## config.mk

```make
export PLATFORM = sky130hd
export DESIGN_NAME = mux_scan_sequencer
export DESIGN_NICKNAME = d
export VERILOG_FILES = /design/src/rtl/mux_scan_pkg.sv /design/src/rtl/mux_scan_next_channel.sv /design/src/rtl/mux_scan_sequencer.sv
export SDC_FILE = /design/constraint.sdc
export NUM_CORES = 1
export LEC_CHECK = 0
export ABC_CLOCK_PERIOD_IN_PS = 4000
export CELL_PAD_IN_SITES_DETAIL_PLACEMENT = 0
export CELL_PAD_IN_SITES_GLOBAL_PLACEMENT = 1
export CORE_MARGIN = 2
export CORE_UTILIZATION = 44
export DETAILED_ROUTE_END_ITERATION = 7
export GPL_TIMING_DRIVEN = 0
export MAX_ROUTING_LAYER = met4
export PLACE_DENSITY = 0.83
export REMOVE_ABC_BUFFERS = 1
export SLEW_MARGIN = 20
export SYNTH_ARGS = -nofsm -noshare
export SYNTH_HDL_FRONTEND = slang
export SYNTH_SLANG_ARGS = --single-unit
```

## constraint.sdc

```tcl
create_clock -name Clock_In -period 4 [get_ports Clock_In]
set_input_delay 0.8 -clock Clock_In [delete_from_list [all_inputs] [get_ports Clock_In]]
set_output_delay 0.8 -clock Clock_In [all_outputs]
set_load 0.02 [all_outputs]
```

## src/rtl/mux_scan_pkg.sv

```systemverilog
// Shared types and constants for the MUX scan sequencer and its channel finder.
// Latency: n/a (declarations only).
// Backpressure: n/a.
package mux_scan_pkg;

    localparam int NUM_CHANNELS = 32;
    localparam int SEL_WIDTH    = 5;
    localparam int CNT_WIDTH    = 4;

    typedef enum logic [1:0] {
        IDLE   = 2'd0,
        SETTLE = 2'd1,
        SAMPLE = 2'd2,
        DONE   = 2'd3
    } state_t;

endpackage

```

## src/rtl/mux_scan_next_channel.sv

```systemverilog
// Combinational priority finder: lowest set mask bit, or lowest set bit above cur_sel.
// Latency: 0 cycles (pure combinational).
// Backpressure: none.
// Ports: mask (channel enables), cur_sel (channel just sampled), first (ignore cur_sel),
//        next_idx (selected channel), found (a candidate exists).
module mux_scan_next_channel
    import mux_scan_pkg::*;
(
    input  logic [NUM_CHANNELS-1:0] mask,
    input  logic [SEL_WIDTH-1:0]    cur_sel,
    input  logic                    first,
    output logic [SEL_WIDTH-1:0]    next_idx,
    output logic                    found
);

    // Descending loop: the last hit written is the lowest qualifying index.
    always_comb begin
        next_idx = '0;
        found    = 1'b0;
        for (int i = NUM_CHANNELS - 1; i >= 0; i--) begin
            if (mask[i] && (first || (SEL_WIDTH'(i) > cur_sel))) begin
                next_idx = SEL_WIDTH'(i);
                found    = 1'b1;
            end
        end
    end

endmodule

```

## src/rtl/mux_scan_sequencer.sv

```systemverilog
// Walks enabled channels of a 32:1 MUX, settles, samples each into a snapshot word.
// Latency: E*(SETTLE_CYCLES+1) cycles from Start acceptance to Valid (0 extra for empty mask).
// Backpressure: word held in DONE until Valid&&Ready; Start ignored while busy or unacknowledged.
// Ports: Clock_In/Reset_N_In, Start_In/Abort_In/Channel_Mask_In control, Mux_* to/from the MUX,
//        Busy_Out status, Word_Valid_Out/Word_Ready_In/Word_Data_Out snapshot handshake.
module mux_scan_sequencer
    import mux_scan_pkg::*;
#(
    parameter int unsigned SETTLE_CYCLES = 2
) (
    input  logic                    Clock_In,
    input  logic                    Reset_N_In,
    input  logic                    Start_In,
    input  logic                    Abort_In,
    input  logic [NUM_CHANNELS-1:0] Channel_Mask_In,
    input  logic                    Mux_Data_In,
    output logic                    Mux_Enable_Out,
    output logic [SEL_WIDTH-1:0]    Mux_Select_Out,
    output logic                    Busy_Out,
    output logic                    Word_Valid_Out,
    input  logic                    Word_Ready_In,
    output logic [NUM_CHANNELS-1:0] Word_Data_Out
);

    // With zero settle time each channel goes straight to its sampling cycle.
    localparam state_t CHAN_ENTRY = (SETTLE_CYCLES == 0) ? SAMPLE : SETTLE;
    localparam logic [CNT_WIDTH-1:0] SETTLE_LAST =
        CNT_WIDTH'((SETTLE_CYCLES > 0) ? SETTLE_CYCLES - 1 : 0);

    state_t                  state_q, state_d;
    logic [NUM_CHANNELS-1:0] mask_q, mask_d;
    logic [SEL_WIDTH-1:0]    sel_q, sel_d;
    logic [CNT_WIDTH-1:0]    cnt_q, cnt_d;
    logic [NUM_CHANNELS-1:0] data_q, data_d;
    logic                    valid_q, valid_d;

    logic                    start_ok;
    logic                    find_first;
    logic [NUM_CHANNELS-1:0] find_mask;
    logic [SEL_WIDTH-1:0]    find_idx;
    logic                    find_found;

    // A new scan searches the incoming mask from channel 0; an ongoing scan
    // searches the captured mask above the channel just sampled.
    assign find_first = (state_q == IDLE) || (state_q == DONE);
    assign find_mask  = find_first ? Channel_Mask_In : mask_q;

    mux_scan_next_channel u_next_channel (
        .mask     (find_mask),
        .cur_sel  (sel_q),
        .first    (find_first),
        .next_idx (find_idx),
        .found    (find_found)
    );

    always_ff @(posedge Clock_In or negedge Reset_N_In) begin
        if (!Reset_N_In) begin
            state_q <= IDLE;
            mask_q  <= '0;
            sel_q   <= '0;
            cnt_q   <= '0;
            data_q  <= '0;
            valid_q <= 1'b0;
        end else begin
            state_q <= state_d;
            mask_q  <= mask_d;
            sel_q   <= sel_d;
            cnt_q   <= cnt_d;
            data_q  <= data_d;
            valid_q <= valid_d;
        end
    end

    always_comb begin
        state_d  = state_q;
        mask_d   = mask_q;
        sel_d    = sel_q;
        cnt_d    = cnt_q;
        data_d   = data_q;
        valid_d  = valid_q;
        start_ok = 1'b0;

        case (state_q)
            IDLE: begin
                start_ok = Start_In;
            end
            SETTLE: begin
                if (cnt_q == SETTLE_LAST) begin
                    state_d = SAMPLE;
                end else begin
                    cnt_d = cnt_q + CNT_WIDTH'(1);
                end
            end
            SAMPLE: begin
                // Only place the MUX output is captured, and enable is high here.
                data_d[sel_q] = Mux_Data_In;
                if (find_found) begin
                    sel_d   = find_idx;
                    cnt_d   = '0;
                    state_d = CHAN_ENTRY;
                end else begin
                    sel_d   = '0;
                    valid_d = 1'b1;
                    state_d = DONE;
                end
            end
            DONE: begin
                if (Word_Ready_In) begin
                    start_ok = Start_In;
                    if (!Start_In) begin
                        valid_d = 1'b0;
                        state_d = IDLE;
                    end
                end
            end
            default: state_d = IDLE;
        endcase

        if (start_ok) begin
            mask_d  = Channel_Mask_In;
            data_d  = '0;
            cnt_d   = '0;
            if (find_found) begin
                sel_d   = find_idx;
                valid_d = 1'b0;
                state_d = CHAN_ENTRY;
            end else begin
                // Empty mask: an all-zero word is complete immediately.
                sel_d   = '0;
                valid_d = 1'b1;
                state_d = DONE;
            end
        end

        if (Abort_In) begin
            state_d = IDLE;
            sel_d   = '0;
            cnt_d   = '0;
            data_d  = '0;
            valid_d = 1'b0;
        end
    end

    // All outputs come straight from flops (or a decode of the state flop).
    assign Busy_Out       = (state_q == SETTLE) || (state_q == SAMPLE);
    assign Mux_Enable_Out = Busy_Out;
    assign Mux_Select_Out = sel_q;
    assign Word_Valid_Out = valid_q;
    assign Word_Data_Out  = data_q;

endmodule

```

# Word-level counts from Yosys, hierarchy flattened
# Cells that the tools add are included.
# totals
elab_cells,222
output_inout_bits,40
register_bits,76
# classes
n_eq_ne,10
reduce_logical,75
order_cmp,34
n_mux,96
add_sub_neg,1
# ops
operator,n
2-to-1 mux 5 bit,36
2-to-1 mux 32 bit,4
"greater-than comparator 5 bit, first input constant",16
"greater-than comparator 4 x 5 -> 1 bit, first input constant",8
2-to-1 mux 1 bit,40
logical OR 1 bit,34
logical AND 1 bit,33
bitwise mux 32 bit,1
"inequality test 4 bit, second input constant",6
"greater-than comparator 3 x 5 -> 1 bit, first input constant",4
2-to-1 mux 4 bit,4
2-to-1 mux 2 bit,6
"greater-than comparator 1 x 5 -> 1 bit, first input constant",2
"greater-than comparator 2 x 5 -> 1 bit, first input constant",2
one-hot mux 4 bit (2 select lines),1
AND reduction 4 bit,2
nonzero test 4 bit,2
"< comparator 5 x 6 -> 1 bit, second input constant",1
one-hot mux 2 bit (3 select lines),1
demux 1 bit (select 5 bit),1
"greater-or-equal comparator 5 x 1 -> 1 bit, second input constant",1
nonzero test 5 bit,1
"adder 4 x 1 -> 4 bit, second input constant",1
"== test 2 bit, second input constant",2
6 further kinds,7

# Logic depth before layout (Yosys ltp)
# Gate-level depths: netlist of the first run.
# logic_depth
ltp_word,40
mapped_depth,12

# By module
# From an unflattened synthesis of the first run, not the netlist that was laid out.
# hier_totals
hier_cells,548
hier_area_um2,5027.3
# by_module_without_submodules
module,n_inst,cells_per_inst,area_per_inst_um2
mux_scan_sequencer,1,375,3906.2
mux_scan_next_channel,1,173,1121.1

# Worst setup path before layout of the first run
# No wires, ideal clock.
# synth_timing
path_kind,reg2reg
from,register state_q[1]
to,"register sel_q[2], in the netlist Mux_Select_Out[2]"
setup_slack_ns,1.232
t_arrival_ns,2.646
stages_incl_launch_ff,12
setup_ns,0.122
path_buffers,2
required_ns,3.878
cell_sequence,dfrtp_1 inv_1 ha_1 buf_4 buf_6 mux2i_1 o21ai_0 a21boi_1 nand3b_4 nor4_4 nor4b_2 a32o_1
# synth_between
elab_chain_cells,40
# synth_lines
item,line_no,rtl
from (decl),mux_scan_sequencer.sv:30,"state_t state_q, state_d;"
from (signal assigned),mux_scan_sequencer.sv:65,state_q <= state_d;
== test 2 bit / logical NOT 2 bit (equally long branches),"mux_scan_sequencer.sv:45, mux_scan_sequencer.sv:83",
logical OR 1 bit,mux_scan_sequencer.sv:45,assign find_first = (state_q == IDLE) || (state_q == DONE);
2-to-1 mux 32 bit / logical OR 1 bit (equally long branches),"mux_scan_sequencer.sv:46, mux_scan_next_channel.sv:21",
logical AND 1 bit,mux_scan_next_channel.sv:21,if (mask[i] && (first || (SEL_WIDTH'(i) > cur_sel))) begin
2-to-1 mux 5 bit / 2-to-1 mux 1 bit (equally long branches) (32 in series),mux_scan_next_channel.sv:21,
2-to-1 mux 5 bit,"mux_scan_sequencer.sv:97, mux_scan_sequencer.sv:123",
2-to-1 mux 5 bit,mux_scan_sequencer.sv:83,case (state_q)
2-to-1 mux 5 bit,mux_scan_sequencer.sv:119,if (start_ok) begin
2-to-1 mux 5 bit,mux_scan_sequencer.sv:135,if (Abort_In) begin
to (signal assigned),mux_scan_sequencer.sv:67,sel_q <= sel_d;
to (decl),mux_scan_sequencer.sv:32,"logic [SEL_WIDTH-1:0] sel_q, sel_d;"
# Parallel ways exist; a longest one is shown, timed or not. The select of a mux whose other input is x is not followed.
# A chain may end at the register's enable or synchronous reset.

# Final worst setup path of the first run
# layout_timing
from,register state_q[0]
to,"register sel_q[2], in the netlist Mux_Select_Out[2]"
# Same word-level chain as after synthesis.

==> metrics.csv, run 1 <==
stage,metric,value,unit
power_and_ir_drop,peakVddDrop,427,uV
synth,synth-edff-count,0,
drt,drt-wirelength-per-cell,18.1,um
synth,syn_area,4690,um2
global_route,grt_pass1_wl,20900,um
synth,synthXorXnorAreaFrac,0,%
synth,synth_top_family_by_area,simple AND/OR/NAND/NOR gates,
synth,synthFlopType,dfrtp_1,
global_route,grt_overflow,0,
floorplan,num_rows,37,
power_and_ir_drop,p_clk_share,18.4,%
clock_tree,clockRootBuffer,clkbuf_8,
placement,hpwl,8880,um
setup_path,crit_slowest_cell,or2_2,
timing,setup_violations,0,
placement,place_area,5530,um2
synth,synth_simple_gate_area_share,21.6,%
timing,relSlewSlack,35.2,%
setup_path,worst_ep_arrival_time,3.85,ns
floorplan,core,10300,um2
power_and_ir_drop,powerDensity,654,nW/um2
power_and_ir_drop,power_frac_seq,31.1,%
clock_tree,insertion_delay,0.37,ns
cells_and_area,most-common-layout-cells,"75 x clkdlybuf4s50_1, 74 x dfrtp_1, 52 x nor2_1",
power_and_ir_drop,pwr-share-comb,50.6,%
timing,fmax,0.281,GHz
floorplan,die_area,11500,um2
synth,ys_ff_latch,75,
synth,yosysUniqueCellTypes,72,
min_path,hold_path.class,in2async,
floorplan,initial_core_util,45.5,%
power_and_ir_drop,p_total,3.77,mW
timing,final_hold_viol_count,0,
cells_and_area,syn_to_final_growth,22.6,%
synth,muxShareOfSynthArea,11.1,%
floorplan,dieHeight,107,um
clock_tree,ctsHoldBuffers,0,
clock_tree,ctsResizeCount,0,
cells_and_area,final_common_cell,clkdlybuf4s50_1,
synth,seq_area_frac_synth,40.0,%
cells_and_area,drive_above_1_share,14.6,%
synth,syn-instance-count,511,
drt,via_count,4183,
timing,period_share,88.9,%
synth,synth_compound_area_share,20.3,%
synth,async_flop_share,100,%
clock_tree,cts.htree.levels,3,
clock_tree,clk_path_buf_depth,2,
timing,drv_slew,0,
clock_tree,cts_buffers,9,
drt,dr.pass1.iters,4,
power_and_ir_drop,internal_power,2.13,mW
clock_tree,clock-sinks,75,
timing,rsz0062_at_grt,no,
global_route,antenna_found_initial,0,
setup_path,worstSetupStartpointType,flip-flop,
global_route,grt_max_degree,46,
status,outcome,"complete, no violations",
setup_path,crit_required,4.29,ns
drt,drc,0,
power_and_ir_drop,netSwitchingPower,1.63,mW
cells_and_area,fin_nets,614,
setup_path,cp_max_fo,38,
clock_tree,path_clk_slew,0.09,ns
drt,drt_wl_total,12800,um
drt,via_per_inst,5.89,
timing,tightest_slew,0.973,ns
power_and_ir_drop,sw_frac_of_total,43.3,%
timing,whs,0.365,ns
clock_tree,cts_tree,yes,
placement,port_buffers,77,
power_and_ir_drop,p_leak,2.24,nW
clock_tree,post-cts-setup-buffers,0,
setup_path,crit_type,reg2reg,
setup_path,slowest_delay,0.75,ns
run,cap_viol_max_count,0,
placement,gp_congestion,0.870,
drt,dr.first_iter.drc_count,280,
timing,skew,0.0108,ns
synth,synthAdderAreaFrac,1.87,%
global_route,grt_pass1_vias,4080,
synth,postSynthAreaPerCell,9.18,um2
setup_path,endpoint_kind,flip-flop,
cells_and_area,post-route-cell-area,5760,um2
global_route,grt_use_total,23.8,%
timing,final.min_clock_period,3.56,ns
cells_and_area,fin_util,55.8,%
floorplan,dieWidth,107,um
setup_path,path_cells,"inv_1, ha_2, nor3b_2, or2_2, nor2_1, nor4b_2, a32o_1",
synth,yosys_warnings,0,
floorplan,ios,78,
cells_and_area,num_antenna_cells,0,
drt,ant_nets,0,
cell type report:
type | instances | area, um2
Fill cell | 965 | 4570
Multi-Input combinational cell | 387 | 2580
Sequential cell | 75 | 1880
Timing Repair Buffer | 82 | 841
Tap cell | 136 | 170
Clock buffer | 9 | 124
Clock inverter | 7 | 105
Inverter | 14 | 52.6
power by group through the flow:
stage                     combinational (mW)  clock (mW)  sequential [mW]
final                                   1.90       0.692             1.17
after global placement                  1.82           0             1.17
after detailed placement                1.89           0             1.18
after global routing                    2.09       0.742             1.20
after CTS                               1.90       0.702             1.17
after floorplan                         1.33           0             1.13
logic make-up (layout without fill, tap and decap cells):
kind of cell               after synthesis  after routing
and+or+nand+nor                        193            193
AOI/OAI and AO/OA                      139            139
DFF                                     75             75
buffers and inverters                   49            112
muxes                                   48             48
adders and majority gates                7              7
metal layers:
layer / track usage, % / vias up / routed length, um
met5: - / - / 0
met4: 8.07 / 0 / 233
met3: 3.39 / 20 / 559
met2: 37.3 / 122 / 6090
met1: 31.9 / 2055 / 5940
li1: - / 1986 / -
synth_stat cells (all sizes together) (3+ instances only):
library cell | n | area share [%]
a211o | 3 | 0.56
a211oi | 4 | 0.85
a21boi | 3 | 0.48
a21oi | 38 | 4.1
a2bb2oi | 3 | 0.56
a31oi | 13 | 1.7
a32o | 3 | 0.64
a32oi | 4 | 0.75
and2 | 4 | 0.53
and3 | 4 | 0.53
buf | 26 | 3.3
clkbuf | 9 | 0.72
dfrtp | 75 | 40
ha | 7 | 1.9
inv | 14 | 1.1
mux2 | 34 | 8.2
mux2i | 14 | 3.0
nand2 | 44 | 3.7
nand2b | 7 | 0.93
nand3 | 28 | 3.3
nand3b | 4 | 0.91
nand4 | 11 | 1.5
nor2 | 53 | 4.3
nor2b | 9 | 1.2
nor3 | 11 | 1.2
nor3b | 5 | 0.80
o2111ai | 3 | 0.69
o211a | 3 | 0.64
o211ai | 4 | 0.64
o21a | 3 | 0.48
o21ai | 27 | 2.9
o221ai | 4 | 0.75
o31ai | 6 | 0.96
or2 | 3 | 0.40
final timing paths:
| path | endpoint | slack [ns] | start | cells after the start |
|---|---|---|---|---|
| setup reg to reg | Mux_Select_Out[2] | 0.44 | state_q[0] | 7 |
| hold / removal | mask_q[17] | 0.37 | Reset_N_In | 1 |
| hold reg to reg | mask_q[25] | 0.50 | mask_q[25] | 1 |
| max in group asynchronous | Mux_Select_Out[2] | 3.05 | Reset_N_In | 2 |
| min in group Clock_In | mask_q[25] | 0.50 | mask_q[25] | 1 |
| setup / recovery | Mux_Select_Out[2] | 0.44 | state_q[0] | 7 |
through the flow:
step / setup slack [ns] / setup TNS [ns] / cells
CTS: 0.314 / 0 / 710
global route: 0.143 / 0 / 710
global placement: -3.66 / -241.68 / 689
finish: 0.443 / 0 / 710
detailed placement: 0.179 / 0 / 694
floorplan: -1.61 / -62.83 / 476
worst max-delay path, delay by kind of cell (launching register included):
family | cells | cell delay, ns
buffers and inverters | 1 | 0.14
DFF | 1 | 0.42
and+or+nand+nor | 4 | 2.24
AOI/OAI and AO/OA | 1 | 0.23
adders and majority gates | 1 | 0.46
flip-flops by register name, indices dropped and copies added, names as in the netlist:
signal,cells
mask_q,31
Word_Data_Out,32
Word_Valid_Out,1
cnt_q,4
Mux_Select_Out,5
state_q,2
(Power assumes the default switching activity.)
==> run 2: changes to the inputs <==
SETUP_SLACK_MARGIN = 0.1   (was default)
==> results of run 2 <==
Final layout, timing and power as in run 1 (identical DEF).
==> RTL edit 1, RTL diff (flow settings as in run 1) <==
Take the reset off `data_q` and load it in a clocked block of its own.
--- a/src/rtl/mux_scan_sequencer.sv
+++ b/src/rtl/mux_scan_sequencer.sv
@@ -60,5 +60,4 @@
             sel_q   <= '0;
             cnt_q   <= '0;
-            data_q  <= '0;
             valid_q <= 1'b0;
         end else begin
@@ -67,7 +66,10 @@
             sel_q   <= sel_d;
             cnt_q   <= cnt_d;
-            data_q  <= data_d;
             valid_q <= valid_d;
         end
+    end
+
+    always_ff @(posedge Clock_In) begin
+        data_q <= data_d;
     end
 
Formal check against the unedited RTL: differs if Reset_N_In is asserted again (counterexample within 10 cycles, from zero or initial values and one cycle with Reset_N_In low); with Reset_N_In held inactive, the same outputs for 10 cycles.
==> RTL edit 1 against run 1 <==
  * Setup slack worse by 0.18 ns
  * Sequential cell count unchanged
  * Cell count unchanged
  * Synthesized area down 3.2%
  * Die area down 3.1%
  * Power down 6.1%
  * Cell area down 3.6%
  * Routed wire length down 2.6%
==> RTL edit 1: results <==
{
  "detailedPlace.worstSlack_ns": 0.1628,
  "outcome": "completed",
  "max_freq_ghz": 0.2674,
  "drt_iter0_drc": 236,
  "peakVddDrop_v": 0.0003694,
  "fin_skew_ns": 0.009089,
  "synth_fa_ha_area_frac": 0.01652,
  "r2r_slack_ns": 0.26,
  "dpl_cell_area_mm2": 0.005366,
  "drive_gt1_frac": 0.1376,
  "wl_met3_um": 602,
  "slew_headroom": 0.2890,
  "grt_pass1_wl_um": 20810,
  "use_met1": 0.3181,
  "firstDrtPassIters": 5,
  "synthMuxAreaShare": 0.1173,
  "nets": 613,
  "max_stage_delay_ns": 0.53,
  "wire_per_inst_um": 17.58,
  "synth_commonest_cells": "nor2_1, dfrtp_1, nand2_1",
  "via_per_inst": 5.893,
  "cpMaxStageDelayCell": "ha_2",
  "drt_wl_total_um": 12480,
  "ys_seq_area_frac": 0.3779,
  "synth-compound-area-share": 0.2049,
  "reg2reg_to": "Word_Valid_Out",
  "grt_max_degree": 38,
  "hold_ws_ns": 0.4518,
  "gr-usage-met3": 0.02907,
  "leakage_nw": 2.000,
  "ff2ff_path_depth": 10,
  "cts_made_buffers": 9,
  "grt_util_met2": 0.3825,
  "grt.total_usage": 0.2406,
  "dp_hpwl_um": 8815,
  "drt-met1-wl_um": 5569,
  "synth_area_leaders": "dfrtp_1, dfxtp_1, mux2_2",
  "synth_cells": 513
}
==> RTL edit 1: cell count changes in the layout (fill, tap and decap cells not counted), sizes merged, moves of 4 or more <==
cell / delta
a21oi: -4
dfxtp: +32
nor3: +7
nand4: -4
o21ai: +7
nor2b: +4
inv: -5
nor2: -4
or3: +5
dfrtp: -32
nand3: -4
==> RTL edit 1: through the flow <==
| stage | total power [mW] | util |
|---|---|---|
| floorplan | 2.409 | - |
| global placement | 2.909 | 0.5198 |
| detailed placement | 2.976 | 0.5269 |
| CTS | 3.537 | 0.5445 |
| global route | 3.788 | 0.5446 |
| finish | 3.536 | 0.5446 |
==> RTL edit 1: cell type report <==
| type | instances | share of cell area |
|---|---|---|
| Multi-Input combinational cell | 390 | 0.4701 |
| Sequential cell | 75 | 0.3097 |
| Timing Repair Buffer | 82 | 0.1498 |
| Clock buffer | 12 | 0.02820 |
| Clock inverter | 4 | 0.004060 |
| Inverter | 11 | 0.007444 |
| Tap cell | 136 | 0.03068 |
==> RTL edit 1: power by group through the flow <==
stage          Sequential (mW)  Clock [mW]  Combinational [mW]
2_1_floorplan             1.13           0                1.28
3_3_place_gp              1.16           0                1.74
3_5_place_dp              1.18           0                1.80
4_1_cts                   1.16       0.568                1.81
5_1_grt                   1.20       0.607                1.99
6_report                  1.17       0.553                1.82
==> RTL edit 1: cell families (layout without fill, tap and decap cells) <==
family	Yosys count	count (layout)
flip-flops	75	75
AO/OA/AOI/OAI	136	136
buffers and inverters	48	109
adder cells (fa/ha/maj)	6	6
AND/OR/NAND/NOR	199	199
multiplexers	49	49
==> RTL edit 2, RTL diff (flow settings as in run 1) <==
Made on the original files. Set the package constant `SEL_WIDTH` to 6 (it was 5).
--- a/src/rtl/mux_scan_pkg.sv
+++ b/src/rtl/mux_scan_pkg.sv
@@ -5,5 +5,5 @@
 
     localparam int NUM_CHANNELS = 32;
-    localparam int SEL_WIDTH    = 5;
+    localparam int SEL_WIDTH    = 6;
     localparam int CNT_WIDTH    = 4;
 
Interface: changed (resized Mux_Select_Out); port bits go from 78 to 79. No check against the original RTL was run, so the function may have changed too.
==> RTL edit 2 against run 1 <==
  * Cell area is 0.24% lower
  * Routed wire length hardly changed
  * Setup slack better by 0.0018 ns
  * Sequential cell count did not move
  * Worst hold slack better by 0.081 ns
  * Synthesized area hardly changed
  * First-iteration DRC count is 20% lower
  * Power fell by 3.1%
==> RTL edit 2: results <==
{
  "placedCellCount": 713,
  "drt_wl_total_um": 12810,
  "endpoint": "cnt_q[0]",
  "grt_pass1_wl_um": 21090,
  "worst_slew_pin_slew_ns": 1.011,
  "grt_max_degree": 45,
  "fin_skew_ns": 0.01009,
  "dpl_cell_area_mm2": 0.005554,
  "leakage_nw": 2.272,
  "n_fill_cell": 955,
  "ys_seq_area_frac": 0.4000,
  "p_per_area_mw_per_mm2": 635.8,
  "r2r_slack_ns": 0.44,
  "grt_pass1_vias": 4150,
  "max_stage_delay_ns": 0.61,
  "ff2ff_path_depth": 10,
  "nClkBuffers": 11,
  "clockNetworkAreaShare": 0.03356,
  "cpMaxStageDelayCell": "ha_2",
  "drt-met1-wl_um": 5942,
  "area_delta_synth_final_pct": 22.37,
  "nets": 633,
  "synth_area_leaders": "dfrtp_1, mux2_2, o21ai_0",
  "switchingPower_mw": 1.580,
  "max_freq_ghz": 0.2813,
  "seq_area_mm2": 0.001877,
  "drt_iter0_drc": 225,
  "synth_cells": 536,
  "gp_congestion": 0.8339,
  "via_per_inst": 5.820,
  "drive_gt1_frac": 0.1064,
  "signal_buffers": 81,
  "outcome": "completed",
  "multi_input_gates": 401,
  "synth_commonest_cells": "dfrtp_1, nand2_1, nor2_1",
  "firstDrtPassIters": 5,
  "peakVddDrop_v": 0.0005592,
  "clock_latency_ns": 0.36,
  "dp_hpwl_um": 8865,
  "hold_ws_ns": 0.4457,
  "path_delay_family": "compound AO/OA/AOI/OAI gates",
  "largest_reg_flops": 32,
  "detailedPlace.worstSlack_ns": 0.5259,
  "crit_fanout": 34,
  "syn_area_mm2": 0.004692,
  "multi_input_comb_area_mm2": 0.002561,
  "top_layer": "met4",
  "num_vias": 4237,
  "nonClkBufAreaFrac": 0.1508,
  "cp_data_arrival_time_ns": 3.81
}
==> RTL edit 2: cell types whose count changed after synthesis, sizes merged, moves of 8 or more <==
cell / before / now
a31oi: 13 / 5
or3: 0 / 9
mux2: 34 / 26
clkbuf: 9 / 21
nand3: 28 / 16
o21ai: 27 / 50
nand2: 44 / 58
==> RTL edit 2: cell families after synthesis <==
| logic type | after synthesis | share of synthesized area |
|---|---|---|
| AO/OA/AOI/OAI | 154 | 0.2205 |
| adder cells (fa/ha/maj) | 7 | 0.01867 |
| buffers and inverters | 60 | 0.05787 |
| flip-flops | 75 | 0.4000 |
| multiplexers | 40 | 0.09227 |
| other | 1 | 0.0007992 |
| AND/OR/NAND/NOR | 199 | 0.2099 |
==> RTL edit 2: layer usage <==
layer / up-vias / GRT usage
li1: 2029 / -
met1: 2070 / 0.3265
met2: 126 / 0.3666
met3: 12 / 0.04358
met4: 0 / 0.06215
met5: - / -
